<file path="src/rtl/lsu_sequencer_pkg.sv">
// lsu_pkg: shared definitions for the load/store sequencer.
// Holds the funct3 access-size codes, the sequencer FSM state type and
// small decode helpers used when a request is accepted.
package lsu_pkg;

  localparam logic [2:0] F3_B  = 3'b000;
  localparam logic [2:0] F3_H  = 3'b001;
  localparam logic [2:0] F3_W  = 3'b010;
  localparam logic [2:0] F3_BU = 3'b100;
  localparam logic [2:0] F3_HU = 3'b101;
  localparam logic [2:0] F3_WU = 3'b110;

  typedef enum logic [1:0] {
    S_IDLE = 2'd0,
    S_ACC0 = 2'd1,
    S_ACC1 = 2'd2,
    S_RESP = 2'd3
  } lsu_state_e;

  // Access size in bytes from funct3[1:0]; 11 only occurs on illegal requests.
  function automatic logic [2:0] size_decode(input logic [2:0] fun3);
    case (fun3[1:0])
      2'b00:   size_decode = 3'd1;
      2'b01:   size_decode = 3'd2;
      default: size_decode = 3'd4;
    endcase
  endfunction

  // Stores have no unsigned variants; loads accept lwu as a plain word.
  function automatic logic f3_legal(input logic store, input logic [2:0] fun3);
    if (store)
      f3_legal = (fun3 == F3_B) || (fun3 == F3_H) || (fun3 == F3_W);
    else
      f3_legal = (fun3 != 3'b011) && (fun3 != 3'b111);
  endfunction

endpackage

</file>
<file path="src/rtl/lsu_sequencer_if.sv">
// lsu_sequencer_if: core request/response and data memory bus bundle.
// Ports: req_* (core -> sequencer, valid/ready), rsp_* (one-cycle strobe),
// mem_* (single-port word memory, ack completes a transaction).
interface lsu_sequencer_if #(
  parameter int ADDR_W = 32
);
  logic              req_valid;
  logic              req_ready;
  logic              req_store;
  logic [2:0]        req_fun3;
  logic [ADDR_W-1:0] req_addr;
  logic [31:0]       req_wdata;
  logic              rsp_valid;
  logic [31:0]       rsp_rdata;
  logic              rsp_err;
  logic              mem_req;
  logic              mem_we;
  logic [ADDR_W-1:0] mem_addr;
  logic [3:0]        mem_wmask;
  logic [31:0]       mem_wdata;
  logic              mem_ack;
  logic [31:0]       mem_rdata;

  // Sequencer side.
  modport slave (
    input  req_valid, req_store, req_fun3, req_addr, req_wdata, mem_ack, mem_rdata,
    output req_ready, rsp_valid, rsp_rdata, rsp_err,
    output mem_req, mem_we, mem_addr, mem_wmask, mem_wdata
  );

  // Environment side (core plus memory).
  modport master (
    output req_valid, req_store, req_fun3, req_addr, req_wdata, mem_ack, mem_rdata,
    input  req_ready, rsp_valid, rsp_rdata, rsp_err,
    input  mem_req, mem_we, mem_addr, mem_wmask, mem_wdata
  );
endinterface

</file>
<file path="src/rtl/lsu_sequencer_load_format.sv">
// lsu_load_format: extracts a load result from a two-word read buffer.
// Ports: buf_i (word1:word0), off_i (byte offset), fun3_i (size/sign) -> rdata_o.
// Purely combinational; no latency, no backpressure.
module lsu_load_format
  import lsu_pkg::*;
(
  input  logic [63:0] buf_i,
  input  logic [1:0]  off_i,
  input  logic [2:0]  fun3_i,
  output logic [31:0] rdata_o
);

  logic [31:0] shifted;

  // Offset at most 3 bytes, so the low 32 bits of the shifted buffer
  // always hold the whole access.
  assign shifted = 32'(buf_i >> {off_i, 3'b000});

  always_comb begin
    case (fun3_i[1:0])
      2'b00:   rdata_o = fun3_i[2] ? {24'h0, shifted[7:0]}
                                   : {{24{shifted[7]}}, shifted[7:0]};
      2'b01:   rdata_o = fun3_i[2] ? {16'h0, shifted[15:0]}
                                   : {{16{shifted[15]}}, shifted[15:0]};
      default: rdata_o = shifted;
    endcase
  end

endmodule

</file>
<file path="src/rtl/lsu_sequencer.sv">
// lsu_sequencer: sequences one load/store at a time onto a word-wide memory,
// splitting word-crossing accesses into two beats when SPLIT_EN=1.
// Latency: accept T, mem_req T+1, rsp_valid T+2 (single) / T+3 (split), +1 per wait.
// Backpressure: req_ready only in IDLE; each beat holds until mem_ack.
// Ports: clk, rst_n (async active-low), bus (lsu_sequencer_if.slave).
module lsu_sequencer
  import lsu_pkg::*;
#(
  parameter int ADDR_W   = 32,
  parameter bit SPLIT_EN = 1'b1
) (
  input  logic            clk,
  input  logic            rst_n,
  lsu_sequencer_if.slave  bus
);

  lsu_state_e        state_q, state_d;
  logic              store_q, store_d;
  logic [2:0]        fun3_q, fun3_d;
  logic [1:0]        off_q, off_d;
  logic              split_q, split_d;
  logic              err_q, err_d;
  logic [3:0]        mask_hi_q, mask_hi_d;
  logic [31:0]       wdata_hi_q, wdata_hi_d;
  logic [63:0]       buf_q, buf_d;
  logic              mem_req_q, mem_req_d;
  logic              mem_we_q, mem_we_d;
  logic [ADDR_W-1:0] mem_addr_q, mem_addr_d;
  logic [3:0]        mem_wmask_q, mem_wmask_d;
  logic [31:0]       mem_wdata_q, mem_wdata_d;

  // Decode of the request presented in IDLE.
  logic [2:0]  acc_size;
  logic [1:0]  acc_off;
  logic        acc_split;
  logic        acc_err;
  logic [3:0]  acc_ones;
  logic [7:0]  acc_mask8;
  logic [63:0] acc_data64;
  logic [31:0] fmt_rdata;

  assign acc_size   = size_decode(bus.req_fun3);
  assign acc_off    = bus.req_addr[1:0];
  assign acc_split  = ({2'b00, acc_off} + {1'b0, acc_size}) > 4'd4;
  assign acc_err    = !f3_legal(bus.req_store, bus.req_fun3) || (acc_split && !SPLIT_EN);
  assign acc_ones   = (acc_size == 3'd1) ? 4'b0001 :
                      (acc_size == 3'd2) ? 4'b0011 : 4'b1111;
  // Low halves feed beat 0, high halves feed beat 1 of a split store.
  assign acc_mask8  = {4'b0000, acc_ones} << acc_off;
  assign acc_data64 = {32'h0, bus.req_wdata} << {acc_off, 3'b000};

  always_comb begin
    state_d     = state_q;
    store_d     = store_q;
    fun3_d      = fun3_q;
    off_d       = off_q;
    split_d     = split_q;
    err_d       = err_q;
    mask_hi_d   = mask_hi_q;
    wdata_hi_d  = wdata_hi_q;
    buf_d       = buf_q;
    mem_req_d   = mem_req_q;
    mem_we_d    = mem_we_q;
    mem_addr_d  = mem_addr_q;
    mem_wmask_d = mem_wmask_q;
    mem_wdata_d = mem_wdata_q;

    case (state_q)
      S_IDLE: begin
        if (bus.req_valid) begin
          store_d    = bus.req_store;
          fun3_d     = bus.req_fun3;
          off_d      = acc_off;
          split_d    = acc_split;
          err_d      = acc_err;
          mask_hi_d  = bus.req_store ? acc_mask8[7:4] : 4'h0;
          wdata_hi_d = bus.req_store ? acc_data64[63:32] : 32'h0;
          buf_d      = 64'h0;
          if (acc_err) begin
            state_d = S_RESP;
          end else begin
            state_d     = S_ACC0;
            mem_req_d   = 1'b1;
            mem_we_d    = bus.req_store;
            mem_addr_d  = {bus.req_addr[ADDR_W-1:2], 2'b00};
            mem_wmask_d = bus.req_store ? acc_mask8[3:0] : 4'h0;
            mem_wdata_d = bus.req_store ? acc_data64[31:0] : 32'h0;
          end
        end
      end
      S_ACC0: begin
        if (bus.mem_ack) begin
          buf_d[31:0] = bus.mem_rdata;
          if (split_q) begin
            // Second beat: next word, wrapping at the top of the address space.
            state_d     = S_ACC1;
            mem_addr_d  = mem_addr_q + ADDR_W'(4);
            mem_wmask_d = mask_hi_q;
            mem_wdata_d = wdata_hi_q;
          end else begin
            state_d     = S_RESP;
            mem_req_d   = 1'b0;
            mem_we_d    = 1'b0;
            mem_addr_d  = '0;
            mem_wmask_d = 4'h0;
            mem_wdata_d = 32'h0;
          end
        end
      end
      S_ACC1: begin
        if (bus.mem_ack) begin
          buf_d[63:32] = bus.mem_rdata;
          state_d      = S_RESP;
          mem_req_d    = 1'b0;
          mem_we_d     = 1'b0;
          mem_addr_d   = '0;
          mem_wmask_d  = 4'h0;
          mem_wdata_d  = 32'h0;
        end
      end
      S_RESP:  state_d = S_IDLE;
      default: state_d = S_IDLE;
    endcase
  end

  always_ff @(posedge clk or negedge rst_n) begin
    if (!rst_n) begin
      state_q     <= S_IDLE;
      store_q     <= 1'b0;
      fun3_q      <= 3'b000;
      off_q       <= 2'b00;
      split_q     <= 1'b0;
      err_q       <= 1'b0;
      mask_hi_q   <= 4'h0;
      wdata_hi_q  <= 32'h0;
      buf_q       <= 64'h0;
      mem_req_q   <= 1'b0;
      mem_we_q    <= 1'b0;
      mem_addr_q  <= '0;
      mem_wmask_q <= 4'h0;
      mem_wdata_q <= 32'h0;
    end else begin
      state_q     <= state_d;
      store_q     <= store_d;
      fun3_q      <= fun3_d;
      off_q       <= off_d;
      split_q     <= split_d;
      err_q       <= err_d;
      mask_hi_q   <= mask_hi_d;
      wdata_hi_q  <= wdata_hi_d;
      buf_q       <= buf_d;
      mem_req_q   <= mem_req_d;
      mem_we_q    <= mem_we_d;
      mem_addr_q  <= mem_addr_d;
      mem_wmask_q <= mem_wmask_d;
      mem_wdata_q <= mem_wdata_d;
    end
  end

  lsu_load_format u_fmt (
    .buf_i   (buf_q),
    .off_i   (off_q),
    .fun3_i  (fun3_q),
    .rdata_o (fmt_rdata)
  );

  assign bus.req_ready = (state_q == S_IDLE);
  assign bus.rsp_valid = (state_q == S_RESP);
  assign bus.rsp_err   = (state_q == S_RESP) && err_q;
  // Stores and errored requests report zero data.
  assign bus.rsp_rdata = ((state_q == S_RESP) && !err_q && !store_q) ? fmt_rdata : 32'h0;
  assign bus.mem_req   = mem_req_q;
  assign bus.mem_we    = mem_we_q;
  assign bus.mem_addr  = mem_addr_q;
  assign bus.mem_wmask = mem_wmask_q;
  assign bus.mem_wdata = mem_wdata_q;

endmodule

</file>
<file path="src/flat_wrapper.sv">
// flat-port wrapper written by rule: the top's interface ports become plain ports
module lsu_sequencer_flat import lsu_pkg::*;
#(
  parameter int ADDR_W   = 32,
  parameter bit SPLIT_EN = 1'b1
)
  (clk, rst_n, bus_req_valid, bus_req_store, bus_req_fun3, bus_req_addr, bus_req_wdata, bus_mem_ack, bus_mem_rdata, bus_req_ready, bus_rsp_valid, bus_rsp_rdata, bus_rsp_err, bus_mem_req, bus_mem_we, bus_mem_addr, bus_mem_wmask, bus_mem_wdata);
  lsu_sequencer_if #(.ADDR_W(ADDR_W)) bus_i ();
  input  logic clk;
  input  logic rst_n;
  input wire logic [$bits(bus_i.req_valid)-1:0] bus_req_valid;
  input wire logic [$bits(bus_i.req_store)-1:0] bus_req_store;
  input wire logic [$bits(bus_i.req_fun3)-1:0] bus_req_fun3;
  input wire logic [$bits(bus_i.req_addr)-1:0] bus_req_addr;
  input wire logic [$bits(bus_i.req_wdata)-1:0] bus_req_wdata;
  input wire logic [$bits(bus_i.mem_ack)-1:0] bus_mem_ack;
  input wire logic [$bits(bus_i.mem_rdata)-1:0] bus_mem_rdata;
  output wire logic [$bits(bus_i.req_ready)-1:0] bus_req_ready;
  output wire logic [$bits(bus_i.rsp_valid)-1:0] bus_rsp_valid;
  output wire logic [$bits(bus_i.rsp_rdata)-1:0] bus_rsp_rdata;
  output wire logic [$bits(bus_i.rsp_err)-1:0] bus_rsp_err;
  output wire logic [$bits(bus_i.mem_req)-1:0] bus_mem_req;
  output wire logic [$bits(bus_i.mem_we)-1:0] bus_mem_we;
  output wire logic [$bits(bus_i.mem_addr)-1:0] bus_mem_addr;
  output wire logic [$bits(bus_i.mem_wmask)-1:0] bus_mem_wmask;
  output wire logic [$bits(bus_i.mem_wdata)-1:0] bus_mem_wdata;
  assign bus_i.req_valid = bus_req_valid;
  assign bus_i.req_store = bus_req_store;
  assign bus_i.req_fun3 = bus_req_fun3;
  assign bus_i.req_addr = bus_req_addr;
  assign bus_i.req_wdata = bus_req_wdata;
  assign bus_i.mem_ack = bus_mem_ack;
  assign bus_i.mem_rdata = bus_mem_rdata;
  assign bus_req_ready = bus_i.req_ready;
  assign bus_rsp_valid = bus_i.rsp_valid;
  assign bus_rsp_rdata = bus_i.rsp_rdata;
  assign bus_rsp_err = bus_i.rsp_err;
  assign bus_mem_req = bus_i.mem_req;
  assign bus_mem_we = bus_i.mem_we;
  assign bus_mem_addr = bus_i.mem_addr;
  assign bus_mem_wmask = bus_i.mem_wmask;
  assign bus_mem_wdata = bus_i.mem_wdata;
  lsu_sequencer #(.ADDR_W(ADDR_W), .SPLIT_EN(SPLIT_EN)) u_core (.clk(clk), .rst_n(rst_n), .bus(bus_i));
endmodule
</file>
<file path="config.mk">
export PLATFORM = sky130hd
export DESIGN_NAME = lsu_sequencer_flat
export DESIGN_NICKNAME = d
export VERILOG_FILES = /design/src/rtl/lsu_sequencer_pkg.sv /design/src/rtl/lsu_sequencer_if.sv /design/src/rtl/lsu_sequencer_load_format.sv /design/src/rtl/lsu_sequencer.sv /design/src/flat_wrapper.sv
export SDC_FILE = /design/constraint.sdc
export NUM_CORES = 1
export LEC_CHECK = 0
export CAP_MARGIN = 20
export CORE_MARGIN = 2
export CORE_UTILIZATION = 46
export CTS_CLUSTER_SIZE = 16
export DETAILED_ROUTE_END_ITERATION = 6
export PLACE_DENSITY = 0.75
export SETUP_SLACK_MARGIN = 0.1
export SYNTH_ARGS = -nofsm -noshare
export SYNTH_HDL_FRONTEND = slang
export SYNTH_SLANG_ARGS = --single-unit
</file>
<file path="constraint.sdc">
create_clock -name clk -period 2.5 [get_ports clk]
set_input_delay 0.375 -clock clk [delete_from_list [all_inputs] [get_ports clk]]
set_output_delay 0.375 -clock clk [all_outputs]
set_load 0.05 [all_outputs]
</file>
==> impl_metrics.csv, run 1 <==
group,metric,value,unit
run_status,status,"finished with violations",
run_status,violations,"setup timing",
critical_path,cp-end-kind,"primary output",
routing,drt-pass1-iter-count,7,
sta,max-slew-margin-rel,43.52,%
critical_path,arrival,2.17,ns
place,placed_cells,1334,
critical_path,critPathRequiredTime,2.12,ns
clock_tree,clock_latency,0.42,ns
routing,vias,8189,
global_route,overflow,0,
floorplanning,pin_count,209,
cells_and_area,final_cell_area,12460,um2
critical_path,r2r-start,"u_core.state_q[0]",
synth,postSynthAreaPerCell,9.892,um2
cells_and_area,fillers,1447,
routing,wl_per_cell,19.52,um
cells_and_area,nets,1213,
clock_tree,cts_buffers,17,
sta,worst_slack,-0.04154,ns
cells_and_area,drive_above_1_share,18.53,%
synth,ys.flop_type,"dfrtp_1",
global_route,grt_pass1_wl,41.81,mm
synth,synthCells,897,
cells_and_area,utilization,66.15,%
critical_path,crit_fanout,7,
place,portBuffers,206,
synth,yosysTopAreaCell,"dfrtp_1",
critical_path,max_stage_delay,0.54,ns
floorplanning,die_y,142.9,um
global_route,grtUsageTotal,26.08,%
critical_path,critPathLaunchType,"flop",
floorplanning,die_w,142.9,um
place,post-place-ws,0.1447,ns
floorplanning,die-area,20420,um2
global_route,grt_max_degree,61,
sta,maxSlewViolCount,0,
sta,setup_tns,-0.4562,ns
pwr,p_leak,0.005207,uW
critical_path,crit_type,"reg2out",
clock_tree,cts_max_level,4,
pwr,ir_drop,1077,uV
routing,vias_per_cell,5.969,
job,maxCapViolations,0,
critical_path,crit_slowest_cell,"mux4_2",
global_route,antenna_found_initial,0,
place,gp_congestion,0.9048,
sta,clock_skew,0.01198,ns
clock_tree,cts_tree,"yes",
sta,rsz0062_at_grt,"yes",
cells_and_area,multi_input_area,4603,um2
synth,ys_ff_latch,161,
cells_and_area,diodes,0,
clock_tree,cts_root_buf,"clkbuf_16",
sta,fin_crit,2.542,ns
cells_and_area,area_delta_synth_final,40.37,%
floorplanning,core,18830,um2
sta,finalSetupViolations,16,
floorplanning,fp-row-count,50,
pwr,powerDensity,1338,nW/um2
clock_tree,path_clk_slew,0.07,ns
worst_hold_path,worstHoldPathType,"in2async",
cells_and_area,layout.cells.non_filler,1372,
sta,period_share,101.7,%
synth,ys_warn_count,0,
routing,drtIter0Drc,558,
clock_tree,max-clock-path-buffers,2,
floorplanning,start_util,47.12,%
synth,synth_top_area_share,45.40,%
routing,drc_errors,0,
routing,postRouteAntennaNets,0,
routing,routed_wl,26.78,mm
sta,tightest_slew,0.8455,ns
global_route,grt_pass1_vias,7897,
clock_tree,cts_sinks,161,
synth,ys_top_cells_by_count,"dfrtp_1 (161), nand2_1 (86), a22o_1 (73), o21ai_0 (69), nor2_1 (54)",
sta,hold_viol,0,
synth,synth_edf_count,0,
critical_path,cp-startpoint,"u_core.off_q[1]",
cells_and_area,seqCellArea,4030,um2
synth,synthArstFlopShare,100.0,%
sta,fmax,393.5,MHz
place,hpwl,18.79,mm
synth,ys_types,64,
synth,ys_seq_area_share,45.40,%
synth,synth_area,8874,um2
place,placed_cell_area,11740,um2
synth,synth_area_leaders,"dfrtp_1 (45%), a22o_1 (7.2%), mux2i_1 (5.5%), mux2_2 (4.1%), o21ai_0 (3.9%)",
critical_path,path_cells,"mux4_2, a22oi_2, or3_4, o21ai_4, buf_12",
synth,synth.most_common_cell,"dfrtp_1",
-- per-layer routing --
metal	track usage (%)	wire (um)	up-vias
met1	34.88	11270	4070
met3	5.969	2042	32
li1	-	-	3769
met5	0	0	-
met4	7.504	554	0
met2	42.66	12920	318
-- state kept, by name, summed over array words and instances, names as in the netlist --
| register | count |
|---|---|
| u_core.buf_q | 56 |
| u_core.bus.mem_addr | 30 |
| u_core.bus.mem_req | 1 |
| u_core.bus.mem_wdata | 32 |
| u_core.bus.mem_we | 1 |
| u_core.bus.mem_wmask | 4 |
| u_core.err_q | 1 |
| u_core.fun3_q | 3 |
| u_core.mask_hi_q | 3 |
| u_core.off_q | 2 |
| u_core.split_q | 1 |
| u_core.state_q | 2 |
| u_core.store_q | 1 |
| u_core.wdata_hi_q | 24 |
-- cell type report --
cell class	count	share of cell area (%)
Multi-Input combinational cell	645	36.96
Sequential cell	161	32.36
Timing Repair Buffer	255	22.99
Clock buffer	19	3.476
Tap cell	260	2.612
Clock inverter	13	1.035
Inverter	19	0.5726
-- kinds of logic after synthesis --
| family | count (synthesis) | share of synthesized area (%) |
|---|---|---|
| buffers and inverters | 93 | 4.498 |
| AND/OR/NAND/NOR | 254 | 14.28 |
| flip-flops | 161 | 45.40 |
| AO/OA/AOI/OAI | 293 | 23.67 |
| multiplexers | 85 | 10.60 |
| other | 1 | 0.04226 |
| adder cells (fa/ha/maj) | 10 | 1.495 |
-- critical path: cells and delay by family, from the launching register on --
kind / cells / cell delay, ns
AOI/OAI and AO/OA: 2 / 0.38
buffers and inverters: 1 / 0.16
DFF: 1 / 0.39
muxes: 1 / 0.54
and+or+nand+nor: 1 / 0.28
-- cells in the final DEF, fill, tap and decap left out, drive strengths merged, types with 5 or more instances in the layout --
cell type,n
or3,7
o21ai,69
clkdlybuf4s50,170
ha,9
nor2b,16
nand4,16
or2,10
a22oi,11
buf,82
o21a,15
inv,24
a21oi,38
nor4,8
nor3,6
a21o,6
nand2,86
o221ai,8
nand3,25
and3,9
a221oi,11
mux2i,49
nor2,54
clkbuf,19
o211ai,28
dfrtp,161
a222oi,8
clkinv,5
a22o,73
mux2,32
-- power breakdown --
part           internal, uW  leakage [uW]  switching, uW
sequential             3710       0.00210            938
combinational          3780       0.00284           5740
clock                  1390      0.000269           1100
-- timing repair --
action | CTS | global route
hold endpoints to repair | 10 | 0
hold buffers | 1 | 0
pin swaps | 3 | 0
setup buffers | 3 | 1
resized for setup | 22 | 7
cloned | 1 | 0
endpoints found under the setup margin | 31 | 30
-- path summary, 6_finish.rpt --
path                                                  to  slack (ns)  depth (start not counted)
worst max-delay path                   bus_rsp_rdata[24]       -0.04                          5
worst min-delay path                    u_core.buf_q[53]        0.33                          2
worst max register to register  u_core.bus.mem_wdata[23]        0.25                          7
worst min register to register            u_core.store_q        0.48                          2
max in group asynchronous               u_core.buf_q[40]        1.40                          3
min in group clk                          u_core.store_q        0.48                          2
-- stage by stage --
| step | total power [uW] | hold slack [ns] |
|---|---|---|
| floorplan | 10820 | 0.07941 |
| global placement | 13900 | 0.2092 |
| detailed placement | 14050 | 0.2101 |
| CTS | 16710 | 0.3288 |
| global route | 17600 | 0.3336 |
| finish | 16660 | 0.3321 |
Power figures use the tool's default switching activity.
==> run 2: changes to the inputs <==
--- a/config.mk
+++ b/config.mk
@@ -6,11 +6,13 @@
 export NUM_CORES = 1
 export LEC_CHECK = 0
 export CAP_MARGIN = 20
+export CELL_PAD_IN_SITES_DETAIL_PLACEMENT = 1
+export CELL_PAD_IN_SITES_GLOBAL_PLACEMENT = 1
 export CORE_MARGIN = 2
-export CORE_UTILIZATION = 46
+export CORE_UTILIZATION = 39
 export CTS_CLUSTER_SIZE = 16
 export DETAILED_ROUTE_END_ITERATION = 6
-export PLACE_DENSITY = 0.75
+export PLACE_DENSITY_LB_ADDON = 0.1
 export SETUP_SLACK_MARGIN = 0.1
 export SYNTH_ARGS = -nofsm -noshare
 export SYNTH_HDL_FRONTEND = slang
==> run 2 against run 1 <==
Against the previous run:
- the flow still finishes with violations (setup timing)
- clock power rose by 5%
- sequential power barely moved
- critical path depth did not move
- combinational power rose by 4.8%
- first-iteration DRC count fell by 39%
- utilization fell by 10 points
- critical path type unchanged
- critical endpoint is now bus_rsp_rdata[25]
- largest cell class unchanged
- highest routed layer unchanged
==> impl_metrics.csv, run 2 (synthesized netlist as in run 1, its figures left out) <==
group,metric,value,unit
place,gp_congestion,0.9445,
pwr,ir_drop,748.2,uV
routing,drt-pass1-iter-count,5,
critical_path,cp_top_family,"multiplexers",
pwr,p_seq_share,27.0,%
floorplanning,core,22500,um2
critical_path,arrival,2.21,ns
pwr,p_clk_share,15.2,%
sta,clock_skew,0.02189,ns
cells_and_area,nets,1242,
critical_path,critPathLaunchType,"flop",
routing,wl_per_cell,21.71,um
sta,hold_viol,0,
floorplanning,die-area,23980,um2
sta,max-slew-margin-rel,52.54,%
clock_tree,path_clk_slew,0.07,ns
pwr,p_leak,0.005300,uW
critical_path,critPathRequiredTime,2.12,ns
global_route,grt_pass1_vias,8758,
sta,worst_slack,-0.08993,ns
floorplanning,start_util,39.43,%
sta,maxSlewViolCount,0,
run_status,violations,"setup timing",
critical_path,cp-end-kind,"primary output",
clock_tree,cts_sinks,161,
sta,rsz0062_at_grt,"yes",
pwr,p_int,9018,uW
job,maxCapViolations,0,
routing,postRouteAntennaNets,0,
place,hpwl,21.59,mm
pwr,switchingPower,8261,uW
cells_and_area,utilization,55.84,%
cells_and_area,multi_input_area,4622,um2
sta,fin_crit,2.590,ns
sta,period_share,103.6,%
sta,tightest_slew,0.7093,ns
place,post-place-ws,0.09303,ns
clock_tree,cts_tree,"yes",
critical_path,crit_buf_inv,1,
cells_and_area,diodes,0,
clock_tree,cts_root_buf,"clkbuf_16",
global_route,antenna_found_initial,0,
sta,finalSetupViolations,15,
clock_tree,clock_latency,0.44,ns
critical_path,path_cells,"mux4_2, a22oi_2, or3_4, o21ai_1, buf_6",
cells_and_area,seqCellArea,4031,um2
critical_path,max_stage_delay,0.55,ns
cells_and_area,regMostFlops,"u_core.buf_q",
floorplanning,pin_count,209,
critical_path,crit_fanout,7,
critical_path,crit_slowest_cell,"mux4_2",
place,placed_cell_area,11560,um2
cells_and_area,fillers,2477,
sta,holdWs,0.4865,ns
global_route,overflow,0,
clock_tree,cts_buffers,17,
routing,drc_errors,0,
global_route,grt_pass1_wl,48.71,mm
pwr,powerDensity,1375,nW/um2
cells_and_area,layout_common_cells,"clkdlybuf4s50_1 (171), dfrtp_1 (159), nand2_1 (85)",
floorplanning,die_y,154.8,um
global_route,grt_max_degree,58,
clock_tree,cts_max_level,4,
cells_and_area,final_cell_area,12570,um2
routing,vias,8320,
clock_tree,max-clock-path-buffers,2,
cells_and_area,area_delta_synth_final,41.61,%
routing,routed_wl,30.95,mm
sta,setup_tns,-0.8911,ns
pwr,swShare,47.81,%
pwr,combPwrFrac,57.8,%
cells_and_area,drive_above_1_share,20.33,%
run_status,status,"finished with violations",
floorplanning,die_w,154.8,um
place,portBuffers,206,
routing,drtIter0Drc,338,
cells_and_area,largest_register_ffs,56,
floorplanning,fp-row-count,55,
global_route,grtUsageTotal,25.87,%
sta,fmax,386.1,MHz
cells_and_area,final_common_cell,"clkdlybuf4s50_1",
worst_hold_path,worstHoldPathType,"in2async",
routing,vias_per_cell,5.835,
critical_path,crit_type,"reg2out",
==> run 2: stage by stage <==
| stage | power, uW | instances |
|---|---|---|
| 3_3_place_gp | 13990 | 1378 |
| 5_1_grt | 18310 | 1426 |
| 4_1_cts | 16950 | 1414 |
| 2_1_floorplan | 10820 | 898 |
| 6_report | 17280 | 1426 |
| 3_5_place_dp | 14140 | 1378 |
==> run 2: final timing paths <==
| kind | from | endpoint | slack (ns) | depth (start not counted) |
|---|---|---|---|---|
| worst min register to register | u_core.wdata_hi_q[9] | u_core.wdata_hi_q[9] | 0.49 | 2 |
| worst min-delay path | rst_n | u_core.buf_q[5] | 0.49 | 2 |
| min in group clk | u_core.wdata_hi_q[9] | u_core.wdata_hi_q[9] | 0.49 | 2 |
| max in group asynchronous | rst_n | u_core.bus.mem_wdata[2] | 1.27 | 3 |
| worst max register to register | u_core.state_q[0] | u_core.bus.mem_wdata[20] | 0.23 | 7 |
| worst max-delay path | u_core.off_q[1] | bus_rsp_rdata[25] | -0.09 | 5 |
==> run 2: power by group through the flow <==
stage | Sequential [uW] | Clock, uW | Combinational (uW)
5_1_grt | 4810 | 2800 | 10700
6_report | 4660 | 2620 | 9990
3_5_place_dp | 4680 | 0 | 9460
4_1_cts | 4650 | 2680 | 9630
2_1_floorplan | 6060 | 0 | 4760
3_3_place_gp | 4650 | 0 | 9340
==> run 2: final cells by class <==
cell class	count	share of cell area, %
clock buffers	17	3.385
inverters	19	0.5676
flip-flops and latches	161	32.08
repair buffers	284	23.03
well taps	285	2.838
multi-input cells	645	36.78
clock inverters	15	1.314
==> run 2: timing repair <==
item / CTS / global route
gates cloned: 1 / 2
endpoints found under the hold margin: 52 / 0
hold buffers: 1 / 0
pin swaps: 2 / 12
setup endpoints to repair: 31 / 31
gates resized for setup: 26 / 36
buffers inserted: 2 / 10
==> run 2: routing by layer <==
layer | up-vias | wire (um) | part of all wire [%] | track usage, %
met1 | 4219 | 13700 | 44 | 34.37
met4 | 0 | 592 | 1.9 | 8.025
li1 | 3823 | - | - | -
met5 | - | 0 | 0 | 0
met2 | 244 | 15280 | 49 | 43.05
met3 | 34 | 1382 | 4.5 | 4.791
